File: src/rtl/demux_src.sv
`timescale 1ns/1ps
// demux_src: FIFO-buffered source driving a 4-phase bundled-data two-way demux.
// Optional per-branch completion counters (cnt_a/cnt_b) when DEMUX_SRC_CNT_EN is defined.
module demux_src #(
  parameter int unsigned N     = 32,
  parameter int unsigned DEPTH = 4,
  parameter int unsigned SYNC  = 2,
  parameter int unsigned CW    = 8
) (
  input  logic         clk,
  input  logic         rst,
  input  logic         in_valid,
  output logic         in_ready,
  input  logic [N-1:0] in_data,
  input  logic         in_sel,
  output logic         r_o,
  output logic         ctl_a,
  output logic         ctl_b,
  output logic [N-1:0] d_o,
  input  logic         a_i,
  output logic         busy
`ifdef DEMUX_SRC_CNT_EN
  ,
  output logic [CW-1:0] cnt_a,
  output logic [CW-1:0] cnt_b
`endif
);

  localparam int unsigned AW = $clog2(DEPTH);

  if (DEPTH < 2 || (DEPTH & (DEPTH - 1)) != 0 || SYNC < 2 || CW < 1) begin : g_bad_param
    $error("demux_src: illegal parameter set");
  end

  typedef enum logic [1:0] {S_IDLE, S_SETUP, S_REQ, S_RTZ} state_t;

  state_t          r_state;
  logic [N:0]      r_mem [DEPTH];
  logic [AW:0]     r_wp;
  logic [AW:0]     r_rp;
  logic [SYNC-1:0] r_sync;
  logic            r_req;
  logic            r_ctl_a;
  logic            r_ctl_b;
  logic [N-1:0]    r_d;
`ifdef DEMUX_SRC_CNT_EN
  logic [CW-1:0]   r_cnt_a;
  logic [CW-1:0]   r_cnt_b;
`endif

  logic       w_empty;
  logic       w_full;
  logic       w_push;
  logic       w_pop;
  logic       w_ack_s;
  logic [N:0] w_head;

  assign w_empty = (r_wp == r_rp);
  assign w_full  = (r_wp[AW] != r_rp[AW]) && (r_wp[AW-1:0] == r_rp[AW-1:0]);
  // Full is judged on registered pointers only, so a same-cycle pop never frees a slot.
  assign w_push  = in_valid && !w_full;
  assign w_ack_s = r_sync[SYNC-1];
  assign w_pop   = (r_state == S_REQ) && w_ack_s;
  assign w_head  = r_mem[r_rp[AW-1:0]];

  assign in_ready = !w_full;
  assign busy     = (r_state != S_IDLE) || !w_empty;
  assign r_o      = r_req;
  assign ctl_a    = r_ctl_a;
  assign ctl_b    = r_ctl_b;
  assign d_o      = r_d;
`ifdef DEMUX_SRC_CNT_EN
  assign cnt_a    = r_cnt_a;
  assign cnt_b    = r_cnt_b;
`endif

  always_ff @(posedge clk or posedge rst) begin
    if (rst) r_sync <= '0;
    else     r_sync <= {r_sync[SYNC-2:0], a_i};
  end

  always_ff @(posedge clk) begin
    if (w_push) r_mem[r_wp[AW-1:0]] <= {in_sel, in_data};
  end

  always_ff @(posedge clk or posedge rst) begin
    if (rst) begin
      r_wp <= '0;
      r_rp <= '0;
    end else begin
      if (w_push) r_wp <= r_wp + 1'b1;
      if (w_pop)  r_rp <= r_rp + 1'b1;
    end
  end

  always_ff @(posedge clk or posedge rst) begin
    if (rst) begin
      r_state <= S_IDLE;
      r_req   <= 1'b0;
      r_ctl_a <= 1'b0;
      r_ctl_b <= 1'b0;
      r_d     <= '0;
`ifdef DEMUX_SRC_CNT_EN
      r_cnt_a <= '0;
      r_cnt_b <= '0;
`endif
    end else begin
      case (r_state)
        S_IDLE: begin
          if (!w_empty) begin
            r_d     <= w_head[N-1:0];
            r_ctl_a <= !w_head[N];
            r_ctl_b <= w_head[N];
            r_state <= S_SETUP;
          end
        end
        S_SETUP: begin
          r_req   <= 1'b1;
          r_state <= S_REQ;
        end
        S_REQ: begin
          if (w_ack_s) begin
            r_req   <= 1'b0;
            r_ctl_a <= 1'b0;
            r_ctl_b <= 1'b0;
            r_state <= S_RTZ;
`ifdef DEMUX_SRC_CNT_EN
            if (r_ctl_b) r_cnt_b <= r_cnt_b + 1'b1;
            else         r_cnt_a <= r_cnt_a + 1'b1;
`endif
          end
        end
        S_RTZ: begin
          if (!w_ack_s) begin
            if (!w_empty) begin
              r_d     <= w_head[N-1:0];
              r_ctl_a <= !w_head[N];
              r_ctl_b <= w_head[N];
              r_state <= S_SETUP;
            end else begin
              r_state <= S_IDLE;
            end
          end
        end
        default: r_state <= S_IDLE;
      endcase
    end
  end

endmodule

File: config.mk
export PLATFORM = sky130hd
export DESIGN_NAME = demux_src
export DESIGN_NICKNAME = d
export VERILOG_FILES = /design/src/rtl/demux_src.sv
export SDC_FILE = /design/constraint.sdc
export NUM_CORES = 1
export LEC_CHECK = 0
export ABC_CLOCK_PERIOD_IN_PS = 5800
export CORE_MARGIN = 3
export CORE_UTILIZATION = 35
export DETAILED_ROUTE_END_ITERATION = 10
export DONT_BUFFER_PORTS = 1
export GPL_ROUTABILITY_DRIVEN = 0
export GPL_TIMING_DRIVEN = 0
export PLACE_DENSITY = 0.51
export SKIP_LAST_GASP = 1
export SLEW_MARGIN = 20
export SYNTH_ARGS = -nofsm -noshare
export SYNTH_HDL_FRONTEND = slang
export SYNTH_SLANG_ARGS = --single-unit
File: constraint.sdc
create_clock -name clk -period 5.8 [get_ports clk]
set_input_delay 0.58 -clock clk [delete_from_list [all_inputs] [get_ports clk]]
set_output_delay 0.58 -clock clk [all_outputs]
set_load 0.005 [all_outputs]
* After elaboration in Yosys (flattened, before gate mapping)
Memories as Yosys holds them, arrays and structs flattened. Cells that the tools add are included.
Storage, ports and cells: logic and storage cells 54, input bits 37, bits in writable memories 132, output and inout bits 37, register bits after elaboration 45, memories kept 1
Memories:
- r_mem | words 4, bits a word 33, rd ports 1, clocked after memory_dff 0, write ports 1, line 38 | logic [N:0] r_mem [DEPTH];
Cells by class: mux-type cells 18, reductions and logical operators 16, $add $sub $neg 2, equal/unequal tests 9
Operator list (number):
- $mux 32 | 2
- $pmux 32 s2 | 1
- $mux 1 | 8
- $pmux 2 s4 | 1
- $add 3x1->3 const B | 2
- $mux 2 | 3
- $ne 2x2->1 const B | 3
- $pmux 1 s3 | 2
- $reduce_and 3->1 | 2
- $reduce_bool 2->1 | 3
- $eq 2x2->1 const B | 2
- $reduce_and 2->1 | 2
- $eq 3x3->1 | 1
- $logic_and 1x1->1 | 3
- $logic_not 1->1 | 3
- $reduce_bool 3->1 | 1
- $eq 2x1->1 const B | 1
- $eq 2x2->1 | 1
- $logic_not 2->1 | 1
- $pmux 1 s2 | 1
- $logic_or 1x1->1 | 1
- $ne 1x1->1 | 1

* Depth between registers and ports, before layout
Gate-level depths: netlist of run 1.
word-level depth 6, depth in mapped cells 6, mapped depth without buffers 6

* Least setup slack after synthesis of run 1
OpenSTA, ideal clock, no wires.
path kind register to register, start register r_rp[0], end memory r_mem[3][0] (netlist bit) (enable), path buffers 1, cell stages (with the launch flop) 5, arrival time 1751 ps, data required time 5405 ps, setup time 395 ps, setup slack 3655 ps, clock period less this slack 2145 ps, cells stage by stage dfrtp_1 buf_6 xnor2_1 nand3_1 and3_1
Between the ends: word-level cells in the longest chain between the ends 6
Ends and longest elaborated chain:
- start, declared | line 40 | logic [AW:0] r_rp;
- start signal, assigned | line 92 | if (w_pop) r_rp <= r_rp + 1'b1;
- $eq 2x2->1 | line 59 | assign w_full = (r_wp[AW] != r_rp[AW]) && (r_wp[AW-1:0] == r_rp[AW-1:0]);
- $logic_and 1x1->1 | line 59
- $logic_not 1->1
- net in_ready | line 13 | output logic in_ready,
- $logic_and 1x1->1 | line 61 | assign w_push = in_valid && !w_full;
- $mux 1 | line 83 | if (w_push) r_mem[r_wp[AW-1:0]] <= {in_sel, in_data};
- $mux 1 (implied by the code) | line 83
- end, declared | line 38
The timed path passes the listed nets, and every way through them passes these cells.

* Worst setup path in the final report of run 1
start register r_rp[1], end output busy
Between the ends: word-level cells in the longest chain between the ends 3
Ends and longest elaborated chain:
- $eq 3x3->1 | line 58 | assign w_empty = (r_wp == r_rp);
- $logic_not 1->1
- $logic_or 1x1->1 | line 67 | assign busy = (r_state != S_IDLE) || !w_empty;
- end, declared | line 21 | output logic busy
Every way passes these cells.

==> flow_metrics.tcl, run 1 <==
set metrics [dict create \
    fmax_ghz 0.4623 \
    netlist_area_sq_um 6887 \
    cts_tree "built" \
    cts_inserted_buffers 17 \
    max_cap_violations 0 \
    cp.required_ns 5.22 \
    port_buffers 0 \
    powerDensity_nw_per_um2 607.3 \
    dieArea_sq_um 21390 \
    drv_slew 0 \
    switching_share 0.2958 \
    status "finished clean" \
    seqPwrFrac 0.406 \
    post_cts.repair.setup_buffers 0 \
    ys_seq_area_frac 0.7391 \
    p_switching_mw 1.422 \
    std_cell_rows 50 \
    drive_gt1_frac 0.3450 \
    yosysWarnings 0 \
    clock_skew_ns 0.005715 \
    grt_setup_unrepaired "false" \
    wl_mm 12.35 \
    detail_route.first_pass.iterations 4 \
    layout_commonest_cell "edfxtp_1" \
    die_h_um 146.3 \
    track_usage 0.1225 \
    r2r_cells 5 \
    grt_pass1_vias 3142 \
    synth_fp_nets 353 \
    worst-setup-path-type "reg2out" \
    clkPwrFrac 0.245 \
    reg2reg_slack_ns 3.73 \
    hpwl_mm 7.699 \
    setup_violations 0 \
    clock_path_buffers 2 \
    min_path_type "in2async" \
    worstSetupEndpointType "output port" \
    layout_common_cells "edfxtp_1, dfrtp_1, mux2_4" \
    worstMarginPinSlew_ns 0.6571 \
    regToRegStartpoint "r_rp[1]$_DFFE_PP0P_" \
    grt_overflow 0 \
    hold_viol_final 0 \
    synthCells 306 \
    grt_max_degree 46 \
    p_int_mw 3.385 \
    pin_count 74 \
    ys_seq_elements 177 \
    cts_sinks 177 \
    vias 2866 \
    cts_resized 0 \
    core-area_sq_um 19020 \
    start_util 0.3621 \
    postLayoutCoreUtil 0.4163 \
    cp.arrival_ns 1.58 \
    finalSetupTns_ns 0 \
    final_cell_count_no_fill 602 \
    clock_latency_ns 0.42 \
    reg2reg_to "r_mem[3][7]$_DFFE_PP_" \
    leakage_nw 2.874 \
    slew_headroom 0.5620 \
    cts_hold_buf 0 \
    antenna_found_initial 0 \
    root_buffer "clkbuf_16" \
    syn_area_per_cell_sq_um 22.51 \
    irDropWorstVdd_v 0.0002657 \
    synth_cell_types 29 \
    antenna_cells 0 \
    grt_pass1_wl_mm 19.08 \
    die_w_um 146.3 \
    ant_nets 0 \
    drcViolationCount 0 \
    post-route-min-period_ns 2.163 \
    p_comb_frac 0.349 \
    dp_cells 570 \
    syn_to_final_growth_pct 14.95 \
    vias_per_cell 4.761 \
    h-tree-depth 4 \
    nets 376 \
    startpoint_type "flop" \
    path_max_fanout 8 \
    clk_pin_slew_ns 0.07 \
    drt_iter0_drc 133 \
    fin_crit_sh 0.3730 \
    wl_per_cell_um 20.52 \
]
## area by class of cell
type	instances	area, sq um
Fill cell	1698	11100
Sequential cell	177	5090
Multi-Input combinational cell	112	1630
Clock buffer	17	425.4
Tap cell	260	325.3
Clock inverter	15	191.4
Buffer	11	148.9
Timing Repair Buffer	4	80.08
Inverter	6	25.02
## worst max path at each step
stage                                   to                 from
finish                                busy  r_rp[1]$_DFFE_PP0P_
global route                          busy  r_rp[0]$_DFFE_PP0P_
CTS                                   busy  r_rp[1]$_DFFE_PP0P_
detailed placement  r_mem[3][10]$_DFFE_PP_  r_rp[1]$_DFFE_PP0P_
global placement    r_mem[3][10]$_DFFE_PP_  r_rp[1]$_DFFE_PP0P_
floorplan            r_mem[3][0]$_DFFE_PP_  r_rp[0]$_DFFE_PP0P_
## power by group through the flow
stage                     clock network, mW  logic [mW]  registers (mW)
after floorplan                           0        1.38            1.93
after detailed placement                  0        1.73            1.99
after CTS                              1.21        1.73            1.96
after global routing                   1.27        1.83            1.99
after global placement                    0        1.66            1.99
final                                  1.18        1.68            1.95
## layer usage
metal | track usage | vias up | routed length (um)
met4 | 0.04657 | 0 | 190
met1 | 0.1387 | 1526 | 4827
met2 | 0.2091 | 59 | 6525
met5 | 0 | - | 0
met3 | 0.04873 | 12 | 809
li1 | - | 1269 | -
## worst max-delay path, stage by stage, from the launching register on
cell	delay, ns
dfrtp_1	0.40
buf_6	0.15
xnor2_1	0.26
and3b_2	0.27
nand2_1	0.08
## through the flow
stage / setup slack [ns] / cell area [sq um] / power [mW] / hold slack [ns]
final: 3.637 / 7916 / 4.808 / 0.1353
after global routing: 3.506 / 7916 / 5.090 / 0.1545
after CTS: 3.594 / 7916 / 4.907 / 0.1520
after detailed placement: 3.695 / 7300 / 3.718 / 0.3502
after global placement: 2.762 / 7212 / 3.652 / 0.3495
after floorplan: 3.655 / 6887 / 3.301 / 0.3312
## cell usage after synthesis (all sizes together)
master | n | area share
a21oi | 3 | 0.0022
nor2 | 1 | 0.00054
a2bb2oi | 1 | 0.0013
and3b | 1 | 0.0015
a32o | 1 | 0.0015
inv | 6 | 0.0033
ha | 10 | 0.018
or3 | 1 | 0.00091
o21ai | 2 | 0.0015
dlymetal6s2s | 2 | 0.0036
mux4 | 33 | 0.11
nand3b | 1 | 0.0016
mux2 | 36 | 0.075
xnor2 | 5 | 0.0064
dfrtp | 45 | 0.16
edfxtp | 132 | 0.58
nand2 | 6 | 0.0044
and3 | 4 | 0.0036
nand3 | 2 | 0.0015
nor3 | 1 | 0.00073
buf | 9 | 0.018
o2bb2ai | 1 | 0.0013
o221ai | 1 | 0.0013
xor2 | 2 | 0.0025
## logic make-up (layout without fill, tap and decap cells)
| family | after synthesis | after routing | synth area share |
|---|---|---|---|
| DFF | 177 | 177 | 0.7391 |
| muxes | 69 | 69 | 0.1853 |
| and+or+nand+nor | 17 | 17 | 0.01472 |
| buffers and inverters | 17 | 53 | 0.02489 |
| adders and majority gates | 10 | 10 | 0.01817 |
| AOI/OAI and AO/OA | 9 | 9 | 0.008903 |
| xor gates and xnor gates | 7 | 7 | 0.008903 |
## flip-flops by register name, summed over array words and instances, names as in the netlist
signal / count
r_sync: 2
r_o: 1
r_rp: 3
r_wp: 3
d_o: 32
r_mem: 132
ctl_b: 1
ctl_a: 1
r_state: 2
No activity file was read; power rests on OpenSTA's default activity.
==> inputs of run 2 (changes only) <==
--- a/config.mk
+++ b/config.mk
@@ -5,14 +5,15 @@
 export SDC_FILE = /design/constraint.sdc
 export NUM_CORES = 1
 export LEC_CHECK = 0
-export ABC_CLOCK_PERIOD_IN_PS = 5800
+export ABC_AREA = 1
+export ABC_CLOCK_PERIOD_IN_PS = 1740
 export CORE_MARGIN = 3
 export CORE_UTILIZATION = 35
 export DETAILED_ROUTE_END_ITERATION = 10
 export DONT_BUFFER_PORTS = 1
 export GPL_ROUTABILITY_DRIVEN = 0
 export GPL_TIMING_DRIVEN = 0
-export PLACE_DENSITY = 0.51
+export PLACE_DENSITY = 0.53
 export SKIP_LAST_GASP = 1
 export SLEW_MARGIN = 20
 export SYNTH_ARGS = -nofsm -noshare
==> constraint.sdc (replaced) <==
create_clock -name clk -period 1.74 [get_ports clk]
set_input_delay 0.174 -clock clk [delete_from_list [all_inputs] [get_ports clk]]
set_output_delay 0.174 -clock clk [all_outputs]
set_load 0.005 [all_outputs]
==> flow_metrics.tcl, run 2 <==
set metrics [dict create \
    cp.required_ns 1.93 \
    synth_top_area_share 0.5737 \
    min_path_type "in2reg" \
    std_cell_rows 50 \
    ys_seq_area_frac 0.7367 \
    final-seq-area_sq_um 5094 \
    drive_gt1_frac 0.2015 \
    wl_per_cell_um 19.69 \
    synth_edf_count 132 \
    p_int_mw 10.82 \
    cts_tree "built" \
    clock_skew_ns 0.01223 \
    fin_area_sq_um 9025 \
    detail_route.first_pass.iterations 5 \
    max_cap_violations 0 \
    largest_reg_flops 132 \
    switching_share 0.3759 \
    r2r_cells 9 \
    syn_area_per_cell_sq_um 12.47 \
    cts_inserted_buffers 17 \
    synth_fp_nets 601 \
    irDropWorstVdd_v 0.0009698 \
    synth_most_common_cell "nor2_1" \
    clkPwrFrac 0.216 \
    worst-setup-path-type "reg2reg" \
    setup_violations 124 \
    drcViolationCount 0 \
    clk_pin_slew_ns 0.06 \
    layout_common_cells "edfxtp_1, nor2_1, o21ai_0" \
    async_reset_ff_frac 0.2542 \
    slew_headroom 0.7189 \
    hpwl_mm 11.00 \
    fin_crit_sh 1.107 \
    regToRegStartpoint "r_rp[1]$_DFFE_PP0P_" \
    grt_max_degree 30 \
    synth_area_leader_cell "edfxtp_1" \
    synth_cell_types 24 \
    vias 4596 \
    dieArea_sq_um 21460 \
    nets 704 \
    hold_viol_final 0 \
    grt_pass1_wl_mm 28.29 \
    worstMarginPinSlew_ns 0.4173 \
    synth_ff_type "edfxtp_1" \
    ys_seq_elements 177 \
    worstSetupEndpoint "r_mem[0][32]$_DFFE_PP_" \
    start_util 0.3633 \
    clock_path_buffers 2 \
    post-route-min-period_ns 1.927 \
    clock_latency_ns 0.43 \
    p_switching_mw 6.514 \
    die_h_um 146.5 \
    synthCells 554 \
    wl_mm 18.33 \
    synth.area.top_cells "edfxtp_1, dfrtp_1, nor2_1" \
    setup_ws_ns -0.1866 \
    cp-startpoint "r_rp[1]$_DFFE_PP0P_" \
    fill_cells 1729 \
    reg2reg_to "r_mem[0][32]$_DFFE_PP_" \
    ys_top_cells_by_count "nor2_1, edfxtp_1, o21ai_0" \
    hp-start "in_valid" \
    p_comb_frac 0.416 \
    netlist_area_sq_um 6909 \
    multi_input_area_sq_um 1689 \
    ant_nets 0 \
    fmax_ghz 0.5191 \
    syn_to_final_growth_pct 30.62 \
    yosysWarnings 0 \
    powerDensity_nw_per_um2 1920 \
    worstSetupEndpointType "flop" \
    path_max_fanout 8 \
    grt_overflow 0 \
    layout_commonest_cell "edfxtp_1" \
    violations "negative setup slack" \
    grt_setup_unrepaired "true" \
    seqPwrFrac 0.368 \
    die_w_um 146.5 \
    startpoint_type "flop" \
    cts_sinks 177 \
    drt_iter0_drc 302 \
    cp.arrival_ns 2.12 \
    drv_slew 0 \
    track_usage 0.1744 \
    placed_area_sq_um 7446 \
    reg2reg_slack_ns -0.19 \
    root_buffer "clkbuf_16" \
    leakage_nw 3.313 \
    h-tree-depth 4 \
    port_buffers 0 \
    core-area_sq_um 19020 \
    vias_per_cell 4.937 \
    pin_count 74 \
    grt_pass1_vias 4886 \
    status "finished, violations left" \
    hold-worst-slack_ns 0.06816 \
    antenna_found_initial 1 \
]
[run 2: area by class of cell]
type | instances | area share
diodes | 1 | 0.0002773
plain buffers | 28 | 0.01941
clock buffers | 20 | 0.05171
clock inverters | 12 | 0.01317
inverters | 17 | 0.007625
multi-input cells | 331 | 0.1872
flip-flops and latches | 177 | 0.5644
well taps | 260 | 0.03605
repair buffers | 85 | 0.1202
[run 2: per-layer routing]
| metal | share of wire | up-vias | global-route usage |
|---|---|---|---|
| li1 | - | 2176 | - |
| met1 | 0.43 | 2242 | 0.2310 |
| met2 | 0.49 | 151 | 0.2834 |
| met3 | 0.060 | 27 | 0.04376 |
| met4 | 0.021 | 0 | 0.05597 |
| met5 | 0 | - | 0 |
[run 2: stage by stage]
step                        util  TNS [ns]  setup slack [ns]  cells  total power, mW
after floorplan                -    -21.09           -0.1771    554            10.18
after global placement    0.3826   -130.73           -0.9205    814            11.88
after detailed placement  0.3915    -72.90           -0.6320    821            12.28
after CTS                 0.4749    -18.26           -0.1911    929            17.40
after global routing      0.4745    -23.00           -0.2514    931            18.50
final                     0.4745    -14.92           -0.1866    931            17.33
[run 2: kinds of logic (layout without fill, tap and decap cells)]
kind of cell               count (synthesis)  in the layout  share of synthesized area
xor gates and xnor gates                   3              3                   0.003804
other                                      0              1                          0
DFF                                      177            177                     0.7367
AOI/OAI and AO/OA                        137            137                     0.1059
buffers and inverters                     46            162                    0.03151
and+or+nand+nor                          181            181                     0.1039
adders and majority gates                 10             10                    0.01811
[run 2: critical path: stages (launching register included)]
cell     delay (ns)
dfrtp_2        0.46
inv_4          0.09
nand2_2        0.05
nand2_2        0.07
nand4_1        0.30
nand2_4        0.25
nor2_4         0.06
buf_16         0.13
buf_12         0.13
buf_16         0.14
[run 2: timing repair]
item	CTS	global route
endpoints found under the setup margin	165	162
pin swaps	7	7
gates cloned	8	1
setup buffers	32	8
resized for setup	29	32
endpoints found under the hold margin	180	0
hold buffers	36	0
[run 2: how the worst min path moves through the flow]
stage,to,slack (ns),depth (start not counted)
finish,r_wp[1]$_DFFE_PP0P_,0.07,4
CTS,r_wp[1]$_DFFE_PP0P_,0.06,4
global placement,r_sync[0]$_DFF_PP0_,0.21,0
detailed placement,ctl_a$_DFFE_PP0P_,0.05,1
global route,r_wp[1]$_DFFE_PP0P_,0.09,4
floorplan,r_sync[0]$_DFF_PP0_,0.21,0
[run 2: power by group through the flow]
stage | combinational (mW) | sequential [mW] | clock [mW]
finish | 7.21 | 6.38 | 3.74
global placement | 5.40 | 6.48 | 0
CTS | 7.18 | 6.39 | 3.83
global route | 7.99 | 6.49 | 4.02
detailed placement | 5.78 | 6.49 | 0
floorplan | 3.88 | 6.29 | 0
==> inputs of run 3 (changes only) <==
--- a/config.mk
+++ b/config.mk
@@ -6,14 +6,14 @@
 export NUM_CORES = 1
 export LEC_CHECK = 0
 export ABC_AREA = 1
-export ABC_CLOCK_PERIOD_IN_PS = 1740
+export ABC_CLOCK_PERIOD_IN_PS = 2250
 export CORE_MARGIN = 3
-export CORE_UTILIZATION = 35
+export CORE_UTILIZATION = 40
 export DETAILED_ROUTE_END_ITERATION = 10
 export DONT_BUFFER_PORTS = 1
 export GPL_ROUTABILITY_DRIVEN = 0
 export GPL_TIMING_DRIVEN = 0
-export PLACE_DENSITY = 0.53
+export PLACE_DENSITY = 0.56
 export SKIP_LAST_GASP = 1
 export SLEW_MARGIN = 20
 export SYNTH_ARGS = -nofsm -noshare
==> constraint.sdc (replaced) <==
create_clock -name clk -period 2.25 [get_ports clk]
set_input_delay 0.225 -clock clk [delete_from_list [all_inputs] [get_ports clk]]
set_output_delay 0.225 -clock clk [all_outputs]
set_load 0.005 [all_outputs]
==> flow_metrics.tcl, run 3 (synthesis gave the netlist of run 2 again) <==
set metrics [dict create \
    status "finished clean" \
    cts_inserted_buffers 17 \
    die_h_um 137.4 \
    post-route-min-period_ns 2.095 \
    grt_pass1_wl_mm 24.27 \
    fin_area_sq_um 8342 \
    cp.arrival_ns 2.23 \
    max_cap_violations 0 \
    drt_iter0_drc 352 \
    postLayoutCoreUtil 0.4977 \
    fin_crit_sh 0.9313 \
    wl_mm 15.86 \
    antenna_found_initial 0 \
    drv_slew 0 \
    cts_sinks 177 \
    hold_viol_final 0 \
    wl_per_cell_um 18.63 \
    cts_tree "built" \
    cp.required_ns 2.38 \
    finalSetupTns_ns 0 \
    worstSetupEndpointType "flop" \
    irDropWorstVdd_v 0.0007483 \
    layout_common_cells "nor2_1, edfxtp_1, o21ai_0" \
    hpwl_mm 10.46 \
    hold-worst-slack_ns 0.1489 \
    core-area_sq_um 16760 \
    syn_to_final_growth_pct 20.74 \
    startpoint_type "flop" \
    multi_input_area_sq_um 1634 \
    placed_area_sq_um 7330 \
    track_usage 0.1736 \
    clock_latency_ns 0.42 \
    clock_path_buffers 2 \
    antenna_cells 0 \
    grt_setup_unrepaired "false" \
    drcViolationCount 0 \
    clk_pin_slew_ns 0.06 \
    drive_gt1_frac 0.1030 \
    grt_pass1_vias 4549 \
    start_util 0.4122 \
    vias 4443 \
    path_max_fanout 18 \
    worst-setup-path-type "reg2reg" \
    setup_violations 0 \
    fmax_ghz 0.4772 \
    ant_nets 0 \
    die_w_um 137.4 \
    final-seq-area_sq_um 5091 \
    grt_overflow 0 \
    detail_route.first_pass.iterations 4 \
    dieArea_sq_um 18890 \
    clock_skew_ns 0.006259 \
    grt_max_degree 32 \
    pin_count 74 \
    largest_reg_flops 132 \
    h-tree-depth 4 \
    slew_headroom 0.6375 \
    fill_cells 1465 \
    worstMarginPinSlew_ns 0.5437 \
    vias_per_cell 5.221 \
    root_buffer "clkbuf_16" \
    leakage_nw 3.003 \
    std_cell_rows 47 \
    nets 665 \
    finalPower_mw 12.20 \
    powerDensity_nw_per_um2 1463 \
    port_buffers 0 \
    min_path_type "in2reg" \
]
-- run 3: report_power, final --
part           leakage (nW)  internal (mW)  switching [mW]
logic                  1.01           1.50            2.95
clock network         0.275           1.66            1.16
registers              1.72           4.49           0.445
total                  3.00           7.65            4.56
-- run 3: metrics by stage --
step | setup slack, ns | instances
floorplan | -0.1006 | 554
global placement | -1.231 | 774
detailed placement | -0.4457 | 779
CTS | 0.06329 | 851
global route | 0.02933 | 851
finish | 0.1545 | 851
-- run 3: path summary, 6_finish.rpt --
check / start / endpoint / slack, ns / depth (start not counted)
worst max-delay path: r_rp[0]$_DFFE_PP0P_ / r_mem[2][2]$_DFFE_PP_ / 0.15 / 7
worst min-delay path: in_valid / r_wp[1]$_DFFE_PP0P_ / 0.15 / 3
worst max register to register: r_rp[0]$_DFFE_PP0P_ / r_mem[2][2]$_DFFE_PP_ / 0.15 / 7
worst min register to register: r_sync[0]$_DFF_PP0_ / r_sync[1]$_DFF_PP0_ / 0.37 / 0
max in group asynchronous: rst / r_rp[1]$_DFFE_PP0P_ / 1.49 / 3
min in group asynchronous: rst / d_o[12]$_DFFE_PP0P_ / 0.25 / 2
-- run 3: what timing repair did --
item,CTS,global route
hold buffers,36,0
setup buffers,4,0
setup endpoints to repair,132,108
endpoints found under the hold margin,149,0
gates cloned,0,0
pin swaps,4,0
gates resized for setup,1,3
-- run 3: worst max-delay path, stage by stage, from the launching register on --
cell	delay (ns)
dfrtp_1	0.47
inv_2	0.10
nand2_1	0.08
nand2_1	0.14
nand4_1	0.29
nand2_2	0.25
nor2_4	0.26
buf_16	0.20
-- run 3: layer usage --
layer	GRT usage	vias to the layer above	part of all wire	wire length, um
met5	0	-	0	0
met4	0.05155	0	0.012	195
met3	0.05040	14	0.068	1082
met2	0.2899	142	0.49	7842
met1	0.2200	2197	0.42	6736
li1	-	2090	-	-
-- run 3: cell type report --
type / count / share of cell area
clock buffer: 23 / 0.05490
sequential: 177 / 0.6103
multi-input combinational: 331 / 0.1959
tap: 220 / 0.03300
timing repair buffer: 45 / 0.06660
buffer: 29 / 0.01860
clock inverter: 9 / 0.01305
inverter: 17 / 0.007650
